===== src/rtl/mips_dbg_pkg.sv =====
`default_nettype none
// ============================================================================
//  Module      : mips_dbg_pkg
//  Description : Shared definitions for the MIPS run/step/debug sequencer:
//                host command opcodes, sequencer state encoding and the
//                number of general purpose registers streamed by DUMP.
//  Revision    : 1.0  initial release
// ============================================================================
package mips_dbg_pkg;

    // Host command opcodes; 5..7 are illegal.
    localparam logic [2:0] OP_RUN   = 3'd0;
    localparam logic [2:0] OP_STEP  = 3'd1;
    localparam logic [2:0] OP_HALT  = 3'd2;
    localparam logic [2:0] OP_CLEAR = 3'd3;
    localparam logic [2:0] OP_DUMP  = 3'd4;

    localparam int NREGS = 32;

    typedef enum logic [2:0] {
        ST_IDLE  = 3'd0,
        ST_RUN   = 3'd1,
        ST_STEP  = 3'd2,
        ST_CLEAR = 3'd3,
        ST_DUMP  = 3'd4
    } state_t;

endpackage
`default_nettype wire


===== src/rtl/mips_run_ctrl_if.sv =====
`default_nettype none
// ============================================================================
//  Module      : mips_run_ctrl_if
//  Description : Bundle of host-command, core-control and GPR-dump signals
//                around the run controller.
//                  slave  : the run controller itself
//                  master : host / core / dump-sink side
//                Breakpoint signals exist only when MIPS_BREAKPOINT_EN is
//                defined.
//  Revision    : 1.0  initial release
// ============================================================================
interface mips_run_ctrl_if #(
    parameter int CNT_W = 16,
    parameter int CYC_W = 32
) ();
    // host command channel
    logic             cmd_valid_i;
    logic             cmd_ready_o;
    logic [2:0]       cmd_op_i;
    logic [CNT_W-1:0] cmd_count_i;
    logic             cmd_err_o;
    // core control
    logic [31:0]      pc_i;
    logic             pc_run_en_o;
    logic             pc_clr_o;
    logic [4:0]       ra_debug_o;
    logic [31:0]      ra_debug_data_i;
    // GPR dump stream
    logic             dump_valid_o;
    logic             dump_ready_i;
    logic [4:0]       dump_idx_o;
    logic [31:0]      dump_data_o;
    // status
    logic             halted_o;
    logic [CYC_W-1:0] cycles_o;
`ifdef MIPS_BREAKPOINT_EN
    logic [31:0]      bp_addr_i;
    logic             bp_en_i;
    logic             bp_hit_o;
`endif

    modport slave (
        input  cmd_valid_i, cmd_op_i, cmd_count_i, pc_i, ra_debug_data_i, dump_ready_i,
`ifdef MIPS_BREAKPOINT_EN
        input  bp_addr_i, bp_en_i,
        output bp_hit_o,
`endif
        output cmd_ready_o, cmd_err_o, pc_run_en_o, pc_clr_o, ra_debug_o,
               dump_valid_o, dump_idx_o, dump_data_o, halted_o, cycles_o
    );

    modport master (
        output cmd_valid_i, cmd_op_i, cmd_count_i, pc_i, ra_debug_data_i, dump_ready_i,
`ifdef MIPS_BREAKPOINT_EN
        output bp_addr_i, bp_en_i,
        input  bp_hit_o,
`endif
        input  cmd_ready_o, cmd_err_o, pc_run_en_o, pc_clr_o, ra_debug_o,
               dump_valid_o, dump_idx_o, dump_data_o, halted_o, cycles_o
    );
endinterface
`default_nettype wire


===== src/rtl/mips_run_ctrl.sv =====
`default_nettype none
// ============================================================================
//  Module      : mips_run_ctrl
//  Description : Run/step/debug sequencer for the single-cycle MIPS core.
//                Executes host commands RUN, STEP n, HALT, CLEAR and DUMP,
//                drives the core's run-enable / pc-clear, and streams all 32
//                GPRs out through the core's debug read port.
//  Ports       : clk_i  - core clock
//                rst_i  - asynchronous reset, active-high
//                bus    - mips_run_ctrl_if.slave (command, core, dump, status)
//  Config      : MIPS_BREAKPOINT_EN - adds PC breakpoint (bp_addr_i, bp_en_i,
//                bp_hit_o); undefined, RUN stops only on HALT.
//  Revision    : 1.0  initial release
// ============================================================================
module mips_run_ctrl
    import mips_dbg_pkg::*;
#(
    parameter int CNT_W = 16,
    parameter int CYC_W = 32
) (
    input  wire logic       clk_i,
    input  wire logic       rst_i,
    mips_run_ctrl_if.slave  bus
);

    state_t           r_state,    w_state_nxt;
    logic [CNT_W-1:0] r_step_cnt, w_step_nxt;
    logic [4:0]       r_idx,      w_idx_nxt;
    logic [CYC_W-1:0] r_cycles;
    logic             r_cmd_err,  w_cmd_err_nxt;

    logic w_ready;
    logic w_accept;
    logic w_run_en;
    logic w_clr;
    logic w_dump_valid;

`ifdef MIPS_BREAKPOINT_EN
    logic r_bp_hit, w_bp_hit_nxt;
    logic r_first,  w_first_nxt;   // first execute cycle after RUN/STEP acceptance
    logic w_bp_match;
`endif

    assign w_ready  = (r_state == ST_IDLE) || (r_state == ST_RUN);
    assign w_accept = bus.cmd_valid_i && w_ready;

`ifdef MIPS_BREAKPOINT_EN
    // Match is masked on the first cycle so a resume from the breakpoint
    // address executes that instruction instead of stopping again.
    assign w_bp_match = bus.bp_en_i && (bus.pc_i == bus.bp_addr_i) && !r_first &&
                        ((r_state == ST_RUN) || (r_state == ST_STEP));
`endif

    // ------------------------------------------------------------------
    // next-state and outputs
    // ------------------------------------------------------------------
    always_comb begin
        w_state_nxt   = r_state;
        w_step_nxt    = r_step_cnt;
        w_idx_nxt     = r_idx;
        w_cmd_err_nxt = 1'b0;
        w_run_en      = 1'b0;
        w_clr         = 1'b0;
        w_dump_valid  = 1'b0;

        case (r_state)
            ST_IDLE: begin
                if (w_accept) begin
                    case (bus.cmd_op_i)
                        OP_RUN:   w_state_nxt = ST_RUN;
                        OP_STEP: begin
                            w_state_nxt = ST_STEP;
                            w_step_nxt  = (bus.cmd_count_i == '0) ? CNT_W'(1) : bus.cmd_count_i;
                        end
                        OP_HALT:  w_state_nxt = ST_IDLE;
                        OP_CLEAR: w_state_nxt = ST_CLEAR;
                        OP_DUMP: begin
                            w_state_nxt = ST_DUMP;
                            w_idx_nxt   = 5'd0;
                        end
                        default:  w_cmd_err_nxt = 1'b1;
                    endcase
                end
            end
            ST_RUN: begin
                // the HALT acceptance cycle still executes
                w_run_en = 1'b1;
                if (w_accept) begin
                    if (bus.cmd_op_i == OP_HALT) begin
                        w_state_nxt = ST_IDLE;
                    end else begin
                        w_cmd_err_nxt = 1'b1;
                    end
                end
            end
            ST_STEP: begin
                // step count is always >= 1 while in STEP
                w_run_en   = 1'b1;
                w_step_nxt = r_step_cnt - CNT_W'(1);
                if (r_step_cnt == CNT_W'(1)) begin
                    w_state_nxt = ST_IDLE;
                end
            end
            ST_CLEAR: begin
                w_clr       = 1'b1;
                w_state_nxt = ST_IDLE;
            end
            ST_DUMP: begin
                w_dump_valid = 1'b1;
                if (bus.dump_ready_i) begin
                    w_idx_nxt = r_idx + 5'd1;
                    if (r_idx == 5'(NREGS - 1)) begin
                        w_state_nxt = ST_IDLE;
                    end
                end
            end
            default: w_state_nxt = ST_IDLE;
        endcase

`ifdef MIPS_BREAKPOINT_EN
        w_first_nxt  = w_accept && (r_state == ST_IDLE) &&
                       ((bus.cmd_op_i == OP_RUN) || (bus.cmd_op_i == OP_STEP));
        w_bp_hit_nxt = w_accept ? 1'b0 : r_bp_hit;
        if (w_bp_match) begin
            // instruction at the breakpoint is not executed; a simultaneous
            // HALT still ends in IDLE with the flag set
            w_run_en     = 1'b0;
            w_state_nxt  = ST_IDLE;
            w_bp_hit_nxt = 1'b1;
        end
`endif
    end

    // ------------------------------------------------------------------
    // state register
    // ------------------------------------------------------------------
    always_ff @(posedge clk_i or posedge rst_i) begin
        if (rst_i) begin
            r_state    <= ST_IDLE;
            r_step_cnt <= '0;
            r_idx      <= 5'd0;
            r_cycles   <= '0;
            r_cmd_err  <= 1'b0;
        end else begin
            r_state    <= w_state_nxt;
            r_step_cnt <= w_step_nxt;
            r_idx      <= w_idx_nxt;
            r_cmd_err  <= w_cmd_err_nxt;
            // clear and run-enable are mutually exclusive by state
            if (w_clr) begin
                r_cycles <= '0;
            end else if (w_run_en) begin
                r_cycles <= r_cycles + CYC_W'(1);
            end
        end
    end

`ifdef MIPS_BREAKPOINT_EN
    always_ff @(posedge clk_i or posedge rst_i) begin
        if (rst_i) begin
            r_bp_hit <= 1'b0;
            r_first  <= 1'b0;
        end else begin
            r_bp_hit <= w_bp_hit_nxt;
            r_first  <= w_first_nxt;
        end
    end
    assign bus.bp_hit_o = r_bp_hit;
`endif

    assign bus.cmd_ready_o  = w_ready;
    assign bus.cmd_err_o    = r_cmd_err;
    assign bus.pc_run_en_o  = w_run_en;
    assign bus.pc_clr_o     = w_clr;
    assign bus.ra_debug_o   = r_idx;
    assign bus.dump_valid_o = w_dump_valid;
    assign bus.dump_idx_o   = r_idx;
    assign bus.dump_data_o  = bus.ra_debug_data_i;
    assign bus.halted_o     = (r_state == ST_IDLE);
    assign bus.cycles_o     = r_cycles;

endmodule
`default_nettype wire


===== src/flat_wrapper.sv =====
// flat-port wrapper written by rule: the top's interface ports become plain ports
module mips_run_ctrl_flat import mips_dbg_pkg::*;
#(
    parameter int CNT_W = 16,
    parameter int CYC_W = 32
)
  (clk_i, rst_i, bus_cmd_valid_i, bus_cmd_op_i, bus_cmd_count_i, bus_pc_i, bus_ra_debug_data_i, bus_dump_ready_i, bus_cmd_ready_o, bus_cmd_err_o, bus_pc_run_en_o, bus_pc_clr_o, bus_ra_debug_o, bus_dump_valid_o, bus_dump_idx_o, bus_dump_data_o, bus_halted_o, bus_cycles_o);
  mips_run_ctrl_if #(.CNT_W(CNT_W), .CYC_W(CYC_W)) bus_i ();
  input  wire logic clk_i;
  input  wire logic rst_i;
  input wire logic [$bits(bus_i.cmd_valid_i)-1:0] bus_cmd_valid_i;
  input wire logic [$bits(bus_i.cmd_op_i)-1:0] bus_cmd_op_i;
  input wire logic [$bits(bus_i.cmd_count_i)-1:0] bus_cmd_count_i;
  input wire logic [$bits(bus_i.pc_i)-1:0] bus_pc_i;
  input wire logic [$bits(bus_i.ra_debug_data_i)-1:0] bus_ra_debug_data_i;
  input wire logic [$bits(bus_i.dump_ready_i)-1:0] bus_dump_ready_i;
  output wire logic [$bits(bus_i.cmd_ready_o)-1:0] bus_cmd_ready_o;
  output wire logic [$bits(bus_i.cmd_err_o)-1:0] bus_cmd_err_o;
  output wire logic [$bits(bus_i.pc_run_en_o)-1:0] bus_pc_run_en_o;
  output wire logic [$bits(bus_i.pc_clr_o)-1:0] bus_pc_clr_o;
  output wire logic [$bits(bus_i.ra_debug_o)-1:0] bus_ra_debug_o;
  output wire logic [$bits(bus_i.dump_valid_o)-1:0] bus_dump_valid_o;
  output wire logic [$bits(bus_i.dump_idx_o)-1:0] bus_dump_idx_o;
  output wire logic [$bits(bus_i.dump_data_o)-1:0] bus_dump_data_o;
  output wire logic [$bits(bus_i.halted_o)-1:0] bus_halted_o;
  output wire logic [$bits(bus_i.cycles_o)-1:0] bus_cycles_o;
  assign bus_i.cmd_valid_i = bus_cmd_valid_i;
  assign bus_i.cmd_op_i = bus_cmd_op_i;
  assign bus_i.cmd_count_i = bus_cmd_count_i;
  assign bus_i.pc_i = bus_pc_i;
  assign bus_i.ra_debug_data_i = bus_ra_debug_data_i;
  assign bus_i.dump_ready_i = bus_dump_ready_i;
  assign bus_cmd_ready_o = bus_i.cmd_ready_o;
  assign bus_cmd_err_o = bus_i.cmd_err_o;
  assign bus_pc_run_en_o = bus_i.pc_run_en_o;
  assign bus_pc_clr_o = bus_i.pc_clr_o;
  assign bus_ra_debug_o = bus_i.ra_debug_o;
  assign bus_dump_valid_o = bus_i.dump_valid_o;
  assign bus_dump_idx_o = bus_i.dump_idx_o;
  assign bus_dump_data_o = bus_i.dump_data_o;
  assign bus_halted_o = bus_i.halted_o;
  assign bus_cycles_o = bus_i.cycles_o;
  mips_run_ctrl #(.CNT_W(CNT_W), .CYC_W(CYC_W)) u_core (.clk_i(clk_i), .rst_i(rst_i), .bus(bus_i));
endmodule

===== config.mk =====
export PLATFORM = sky130hd
export DESIGN_NAME = mips_run_ctrl_flat
export DESIGN_NICKNAME = d
export VERILOG_FILES = /design/src/rtl/mips_dbg_pkg.sv /design/src/rtl/mips_run_ctrl_if.sv /design/src/rtl/mips_run_ctrl.sv /design/src/flat_wrapper.sv
export SDC_FILE = /design/constraint.sdc
export NUM_CORES = 1
export LEC_CHECK = 0
export CELL_PAD_IN_SITES_DETAIL_PLACEMENT = 0
export CELL_PAD_IN_SITES_GLOBAL_PLACEMENT = 2
export CORE_MARGIN = 2
export CORE_UTILIZATION = 21
export CTS_CLUSTER_DIAMETER = 100
export DETAILED_ROUTE_END_ITERATION = 8
export PLACE_DENSITY = 0.84
export SKIP_CTS_REPAIR_TIMING = 1
export SYNTH_ARGS = -nofsm -noshare
export SYNTH_HDL_FRONTEND = slang
export SYNTH_SLANG_ARGS = --single-unit

===== constraint.sdc =====
create_clock -name clk_i -period 2 [get_ports clk_i]
set_input_delay 0.5 -clock clk_i [delete_from_list [all_inputs] [get_ports clk_i]]
set_output_delay 0.5 -clock clk_i [all_outputs]
set_load 0.02 [all_outputs]

## Word-level counts from Yosys, hierarchy flattened

Index checks and enable logic that the tools add are counted.

| cells by class | value |
|---|---|
| add/sub/neg operators | 3 |
| eq/ne operators | 19 |
| muxes and demuxes | 26 |
| reduce and logical (&&, ||, !) cells | 13 |

Operators by type and width:

| cell | number |
|---|---|
| two-way mux 32 bit | 2 |
| two-way mux 16 bit | 3 |
| adder 32 x 1 -> 32 bit (second input constant) | 1 |
| one-hot mux 16 bit (2 select lines) | 1 |
| two-way mux 3 bit | 6 |
| == test 16 x 1 -> 1 bit (second input constant) | 1 |
| zero test 16 bit | 1 |
| subtractor 16 x 1 -> 16 bit (second input constant) | 1 |
| two-way mux 5 bit | 3 |
| one-hot mux 3 bit (5 select lines) | 1 |
| == test 3 x 2 -> 1 bit (second input constant) | 4 |
| != test 2 x 1 -> 1 bit (second input constant) | 6 |
| one-hot mux 3 bit (4 select lines) | 1 |
| one-hot mux 5 bit (2 select lines) | 1 |
| two-way mux 1 bit | 7 |
| AND reduction 7 bit | 1 |
| == test 3 x 1 -> 1 bit (second input constant) | 2 |
| == test 3 bit (second input constant) | 2 |
| zero test 3 bit | 2 |
| != test 6 x 1 -> 1 bit (second input constant) | 1 |
| nonzero test 2 bit | 3 |
| adder 5 x 1 -> 5 bit (second input constant) | 1 |
| == test 5 bit (second input constant) | 1 |
| OR reduction 5 bit | 1 |
| other kinds (7) | 8 |

| word-level totals | value |
|---|---|
| flip-flop bits (word level) | 57 |
| input bits | 87 |
| output and inout port bits | 80 |
| logic and storage cells | 66 |

## Depth between registers and ports, before layout

Gate-level depths: netlist (run 1).

| depth | value |
|---|---|
| depth in word-level cells | 5 |
| mapped depth | 7 |
| gate-level depth less buffers | 7 |

## Least setup slack after synthesis (run 1)

OpenSTA, ideal clock, no wires.

| path | value |
|---|---|
| kind | flip-flop to flip-flop |
| start point | register u_core.r_cycles[0], in the netlist u_core.bus.cycles_o[0] |
| end point | register u_core.r_cycles[20], in the netlist u_core.bus.cycles_o[20] |
| setup time | 78 ps |
| arrival time | 2,162 ps |
| data required time | 1,922 ps |
| slack | -240 ps |
| cell stages (with the launch flop) | 7 |
| buffers on the path | 1 |
| period minus slack after synthesis | 2,240 ps |
| cell sequence | dfrtp_1 -> ha_1 -> o211ai_2 -> or4_1 -> buf_2 -> or4_1 -> a21oi_1 |

| on the way | value |
|---|---|
| longest elaborated chain between the ends | 3 |

RTL lines:

| what | RTL line | text |
|---|---|---|
| from (decl) | mips_run_ctrl.sv:29 | `logic [CYC_W-1:0] r_cycles;` |
| from (signal assigned) | mips_run_ctrl.sv:153 | `r_cycles <= r_cycles + CYC_W'(1);` |
| adder 32 x 1 -> 32 bit | mips_run_ctrl.sv:153 |  |
| two-way mux 32 bit | mips_run_ctrl.sv:152 | `end else if (w_run_en) begin` |
| two-way mux 32 bit | mips_run_ctrl.sv:150 | `if (w_clr) begin` |

No other way between the ends. The select of a mux whose other input is x is not followed.
A chain may end at the register's enable or synchronous reset.

## Worst setup path in the final report (run 1)

| path | value |
|---|---|
| start point | register u_core.r_state[2] |
| end point | register u_core.r_cycles[31], in the netlist u_core.bus.cycles_o[31] |

| on the way | value |
|---|---|
| longest elaborated chain between the ends | 4 |
| elaborated cells on any way between the ends | 8 |
| those cells by class | eq/ne: 3; mux: 3; reduce/logical: 2 |

RTL lines:

| what | RTL line | text |
|---|---|---|
| from (decl) | mips_run_ctrl.sv:26 | `state_t r_state, w_state_nxt;` |
| from (signal assigned) | mips_run_ctrl.sv:145 | `r_state <= w_state_nxt;` |
| == test 3 x 2 -> 1 bit or == test 3 x 1 -> 1 bit (tied branches) | mips_run_ctrl.sv:66 | `case (r_state)` |
| OR reduction 2 bit (no line) | - |  |
| two-way mux 1 bit | mips_run_ctrl.sv:66 |  |
| nonzero test 2 bit (no line) | - |  |

Parallel ways exist; a longest one is shown, timed or not.

==> results.json, run 1 <==
{
  "pin_count": 167,
  "ir_drop_v": 0.0004859,
  "fin_crit_sh_pct": 100.4,
  "cp_max_fo": 16,
  "start_util_pct": 21.24,
  "holdWs_ns": 0.5377,
  "wl_um": 10840,
  "fp.dieArea_um2": 18320,
  "syn-instance-count": 412,
  "clock.fmax_ghz": 0.4981,
  "finClkSkew_ns": 0.006627,
  "async_reset_ff_share_pct": 100.0,
  "cts_made_buffers": 9,
  "grt_usage_pct": 12.01,
  "cts-root-buf": "clkbuf_16",
  "synth_edf_count": 0,
  "dp_slack_ns": -0.3607,
  "port_buffers": 70,
  "crit_arrival_ns": 2.27,
  "drive_above_1_share_pct": 26.25,
  "dpl.hpwl_um": 7896,
  "total_power_mw": 5.219,
  "cp_slowest_cell": "or4_4",
  "p_leak_nw": 2.159,
  "path_clk_slew_ns": 0.06,
  "synth-warning-count": 0,
  "setup_viol": 1,
  "cap_violations": 0,
  "synth.distinct_cells": 54,
  "relSlewSlack_pct": 73.31,
  "post-route-drc-count": 0,
  "critPathKind": "reg -> reg",
  "dr.pass1.iters": 4,
  "crit_family": "simple AND/OR/NAND/NOR gates",
  "gp_congestion": 0.7934,
  "first_iter_violations": 103,
  "fin_nets": 605,
  "syn-num-nets": 504,
  "crit_buf_inv": 1,
  "antenna_cells": 0,
  "area_growth_pct": 45.22,
  "clk_latency_ns": 0.33,
  "rows": 48,
  "die_x_um": 135.3,
  "status": "complete, but fails checks",
  "grt_overflow": 0,
  "cts.sinks": 57,
  "wl_per_cell_um": 14.59,
  "crit_path_start_kind": "flop",
  "finalHoldViolCount": 0,
  "rsz0062_at_grt": "true",
  "fp.dieH_um": 135.3,
  "ys_ff_latch": 57,
  "path_common_cell": "or4_4",
  "synth_area_per_cell_um2": 8.792,
  "coreArea_um2": 17060,
  "cts_max_path_buffers": 2,
  "endpoint_kind": "flop",
  "synth_seq_area_share_pct": 39.38,
  "grt_max_degree": 58,
  "ant_nets": 0,
  "min-delay-path-class": "reg -> reg",
  "failed_checks": "negative setup slack",
  "layout_setup_ws_ns": -0.007449,
  "cp.required_ns": 2.26,
  "netlist_area_um2": 3622,
  "grt_pass1_vias": 3584,
  "grt_pass1_wl_um": 17730,
  "tightest_slew_ns": 0.3952,
  "tritoncts": "done",
  "path_cells": "nand4b_1 -> or4_4 -> buf_12 -> or4_4 -> a21oi_2",
  "slew_violations": 0,
  "dr_total_vias": 3603,
  "h-tree-depth": 3,
  "antenna_found_initial": 0,
  "viasPerCell": 4.849,
  "synthFlopType": "dfrtp_1",
  "power_density_nw_per_um2": 992.2,
  "fin_crit_ns": 2.007,
  "critical-path-max-stage-delay_ns": 0.51
}
[cell type report]
cell class                      count  area, µm²
Fill cell                        1791      11800
Multi-Input combinational cell    285       1884
Sequential cell                    57       1438
Timing Repair Buffer              144       1296
Tap cell                          225      281.5
Clock buffer                        9      225.2
Clock inverter                      7      71.32
Inverter                           16      63.81
[power by group]
group,internal [mW],switching [mW],leakage [nW]
combinational,0.952,0.970,1.28
clock,0.960,0.568,0.137
sequential,1.42,0.350,0.737
[sequential cells by signal, indices dropped and copies added (netlist names)]
signal                 cells
u_core.bus.cmd_err_o       1
u_core.bus.dump_idx_o      5
u_core.r_state             3
u_core.r_step_cnt         16
u_core.bus.cycles_o       32
[metal layers]
| metal | global-route usage (%) | part of all wire (%) | up-vias |
|---|---|---|---|
| met5 | 0 | 0 | - |
| met4 | 3.414 | 1.3 | 0 |
| met3 | 2.955 | 5.4 | 15 |
| met2 | 20.81 | 50 | 99 |
| met1 | 14.83 | 43 | 1770 |
| li1 | - | - | 1719 |
[cells by family after synthesis]
group / Yosys count / share of synthesized area (%)
DFF: 57 / 39.38
AOI/OAI and AO/OA: 119 / 20.62
buffers and inverters: 71 / 11.74
and+or+nand+nor: 149 / 23.73
xor gates and xnor gates: 8 / 1.934
adders and majority gates: 5 / 1.727
muxes: 3 / 0.8636
[synth_stat cells, drive strengths merged (13+ instances only)]
cell   count  area, µm²
nor2      27      101.4
nor4      13      93.84
inv       16      60.05
nand3     18      90.09
dfrtp     57       1426
nand2     20      75.07
o21ai     27      135.1
a21oi     37      185.2
or4       15      112.6
o31ai     14      105.1
buf       43      320.3
[placed cells by master, fill, tap and decap left out, types with 11 or more instances in the layout]
cell             netlist  final
buf_4                 38     69
clkdlybuf4s50_1        0     60
dfrtp_1               57     48
a21oi_1               37     32
nor2_1                27     26
o21ai_0               26     25
nand2_1               20     20
nand3_1               18     18
inv_1                 15     14
o31ai_1               14     13
nor4_1                11     11
or3_1                 12     11
[worst reg2reg max path: cells and delay by family (launching register included)]
kind,cells,cell delay [ns]
AO/OA/AOI/OAI,1,0.13
AND/OR/NAND/NOR,3,1.20
buffers and inverters,1,0.17
flip-flops,1,0.44
[metrics by stage]
stage                     utilization, %   TNS [ns]  std cells  area [µm²]
final                              30.84  -0.007449        743        5260
after global routing               30.84    -0.3059        743        5260
after CTS                          30.09     -3.335        739        5132
after detailed placement           28.35     -6.395        723        4836
after global placement             28.35     -5.800        723        4836
after floorplan                        -   -0.01147        412        3662
[final timing paths]
check | startpoint | endpoint | slack (ns) | depth (start not counted)
setup / recovery | u_core.r_state[2]$_DFFE_PP0P_ | u_core.bus.cycles_o[31]$_DFFE_PP0P_ | -0.007 | 5
hold / removal | u_core.r_step_cnt[9]$_DFFE_PP0P_ | u_core.r_step_cnt[9]$_DFFE_PP0P_ | 0.54 | 2
setup reg to reg | u_core.r_state[2]$_DFFE_PP0P_ | u_core.bus.cycles_o[31]$_DFFE_PP0P_ | -0.007 | 5
hold reg to reg | u_core.r_step_cnt[9]$_DFFE_PP0P_ | u_core.r_step_cnt[9]$_DFFE_PP0P_ | 0.54 | 2
max in group asynchronous | rst_i | u_core.bus.cycles_o[5]$_DFFE_PP0P_ | 1.12 | 3
min in group asynchronous | rst_i | u_core.bus.cycles_o[13]$_DFFE_PP0P_ | 0.61 | 3
Note: power is estimated with default switching activity, not from simulation.
==> run 2: changes to the inputs <==
--- a/config.mk
+++ b/config.mk
@@ -9,9 +9,10 @@
 export CELL_PAD_IN_SITES_GLOBAL_PLACEMENT = 2
 export CORE_MARGIN = 2
 export CORE_UTILIZATION = 21
-export CTS_CLUSTER_DIAMETER = 100
+export CTS_CLUSTER_DIAMETER = 200
 export DETAILED_ROUTE_END_ITERATION = 8
 export PLACE_DENSITY = 0.84
+export SETUP_SLACK_MARGIN = 0.5
 export SKIP_CTS_REPAIR_TIMING = 1
 export SYNTH_ARGS = -nofsm -noshare
 export SYNTH_HDL_FRONTEND = slang
==> results.json, run 2 (synthesized netlist as in run 1, its figures left out) <==
{
  "first_iter_violations": 207,
  "slew_violations": 0,
  "ant_nets": 0,
  "final_common_cell": "buf_4",
  "place_area_um2": 4891,
  "clock.fmax_ghz": 0.4886,
  "crit_family": "simple AND/OR/NAND/NOR gates",
  "fin_nets": 621,
  "status": "complete, but fails checks",
  "dr_total_vias": 3668,
  "rows": 48,
  "die_x_um": 135.3,
  "grt_usage_pct": 11.96,
  "tritoncts": "done",
  "p_leak_nw": 2.467,
  "cts.sinks": 57,
  "cap_violations": 0,
  "design_area_um2": 5871,
  "rsz0062_at_grt": "true",
  "wl_per_cell_um": 15.22,
  "tightest_slew_ns": 0.4471,
  "grt_pass1_wl_um": 17500,
  "port_buffers": 70,
  "fp.dieArea_um2": 18320,
  "wl_met1_um": 4957,
  "fin_crit_sh_pct": 102.3,
  "post-route-util_pct": 34.42,
  "area_growth_pct": 62.07,
  "endpoint_kind": "flop",
  "crit_path_start_kind": "flop",
  "critical-path-max-stage-delay_ns": 0.51,
  "dr.pass1.iters": 4,
  "pin_count": 167,
  "crit_arrival_ns": 2.30,
  "clk_latency_ns": 0.33,
  "grt_max_degree": 58,
  "coreArea_um2": 17060,
  "largest_reg_flops": 32,
  "fin_crit_ns": 2.047,
  "total_power_mw": 5.908,
  "h-tree-depth": 3,
  "r2r_slack_ns": -0.05,
  "post-route-drc-count": 0,
  "failed_checks": "negative setup slack",
  "setup_viol": 4,
  "cts_made_buffers": 9,
  "finalHoldViolCount": 0,
  "gp_congestion": 0.8000,
  "highest_layer": "met4",
  "critPathKind": "reg -> reg",
  "cts_max_path_buffers": 2,
  "path_cells": "nand4b_1 -> or4_4 -> buf_6 -> or4_1 -> a21oi_2",
  "power_density_nw_per_um2": 1006,
  "ir_drop_v": 0.0004498,
  "cp_max_fo": 12,
  "fin_tns_setup_ns": -0.07251,
  "viasPerCell": 4.833,
  "wl_um": 11550,
  "final_cells": 759,
  "grt_overflow": 0,
  "wl_met2_um": 5908,
  "cp_slowest_cell": "or4_4",
  "grt_pass1_vias": 3463,
  "crit_buf_inv": 1,
  "drive_above_1_share_pct": 49.25,
  "relSlewSlack_pct": 69.92,
  "antenna_cells": 0,
  "layout_setup_ws_ns": -0.04674,
  "final_cell_mix": "58 x buf_4, 44 x buf_6, 31 x dfrtp_2, 26 x clkbuf_2, 26 x dfrtp_1",
  "antenna_found_initial": 0,
  "dp_slack_ns": -0.2508,
  "holdWs_ns": 0.5375,
  "start_util_pct": 21.24,
  "place_inst": 709,
  "min-delay-path-class": "reg -> reg",
  "route.met3.wl_um": 495,
  "fp.dieH_um": 135.3,
  "path_clk_slew_ns": 0.05,
  "cts-root-buf": "clkbuf_16",
  "cp.required_ns": 2.26,
  "dpl.hpwl_um": 7740,
  "finClkSkew_ns": 0.005988
}
==> run 2: changes by cell type in the layout (fill, tap and decap cells not counted), moves of 6 or more <==
cell / delta
o21ai_1: +11
dfrtp_1: -22
a21oi_2: +13
nor2_1: -7
nor4_1: -8
buf_4: -11
buf_6: +42
clkdlybuf4s50_1: -44
a21oi_1: -13
dfrtp_2: +22
o21ai_0: -12
clkbuf_2: +23
nor4_4: +6
==> run 2: area by class of cell <==
cell class                 instances  area [µm²]
fill                            1791       11190
multi-input combinational        285        2326
sequential                        57        1465
timing repair buffer             160        1444
tap                              225       281.5
clock buffer                      13       250.2
inverter                          16       63.81
clock inverter                     3       40.04
==> run 2: final timing paths <==
kind / startpoint / end / cells past startpoint
min reg2reg: u_core.bus.cycles_o[0]$_DFFE_PP0P_ / u_core.bus.cycles_o[0]$_DFFE_PP0P_ / 1
min: u_core.bus.cycles_o[0]$_DFFE_PP0P_ / u_core.bus.cycles_o[0]$_DFFE_PP0P_ / 1
max: u_core.r_state[2]$_DFFE_PP0P_ / u_core.bus.cycles_o[31]$_DFFE_PP0P_ / 5
max in group asynchronous: rst_i / u_core.bus.cycles_o[10]$_DFFE_PP0P_ / 3
max reg2reg: u_core.r_state[2]$_DFFE_PP0P_ / u_core.bus.cycles_o[31]$_DFFE_PP0P_ / 5
min in group asynchronous: rst_i / u_core.r_step_cnt[5]$_DFFE_PP0P_ / 3
==> run 2: per-layer routing <==
| layer | up-vias | GRT usage, % |
|---|---|---|
| met3 | 14 | 2.319 |
| met2 | 97 | 20.11 |
| met4 | 0 | 4.572 |
| met1 | 1808 | 15.18 |
| li1 | 1749 | - |
| met5 | - | 0 |
==> run 2: power breakdown <==
part / internal [mW] / leakage [nW] / switching, mW
Sequential: 1.43 / 0.702 / 0.379
Clock: 0.995 / 0.144 / 0.551
Combinational: 1.32 / 1.62 / 1.24
Total: 3.74 / 2.47 / 2.17
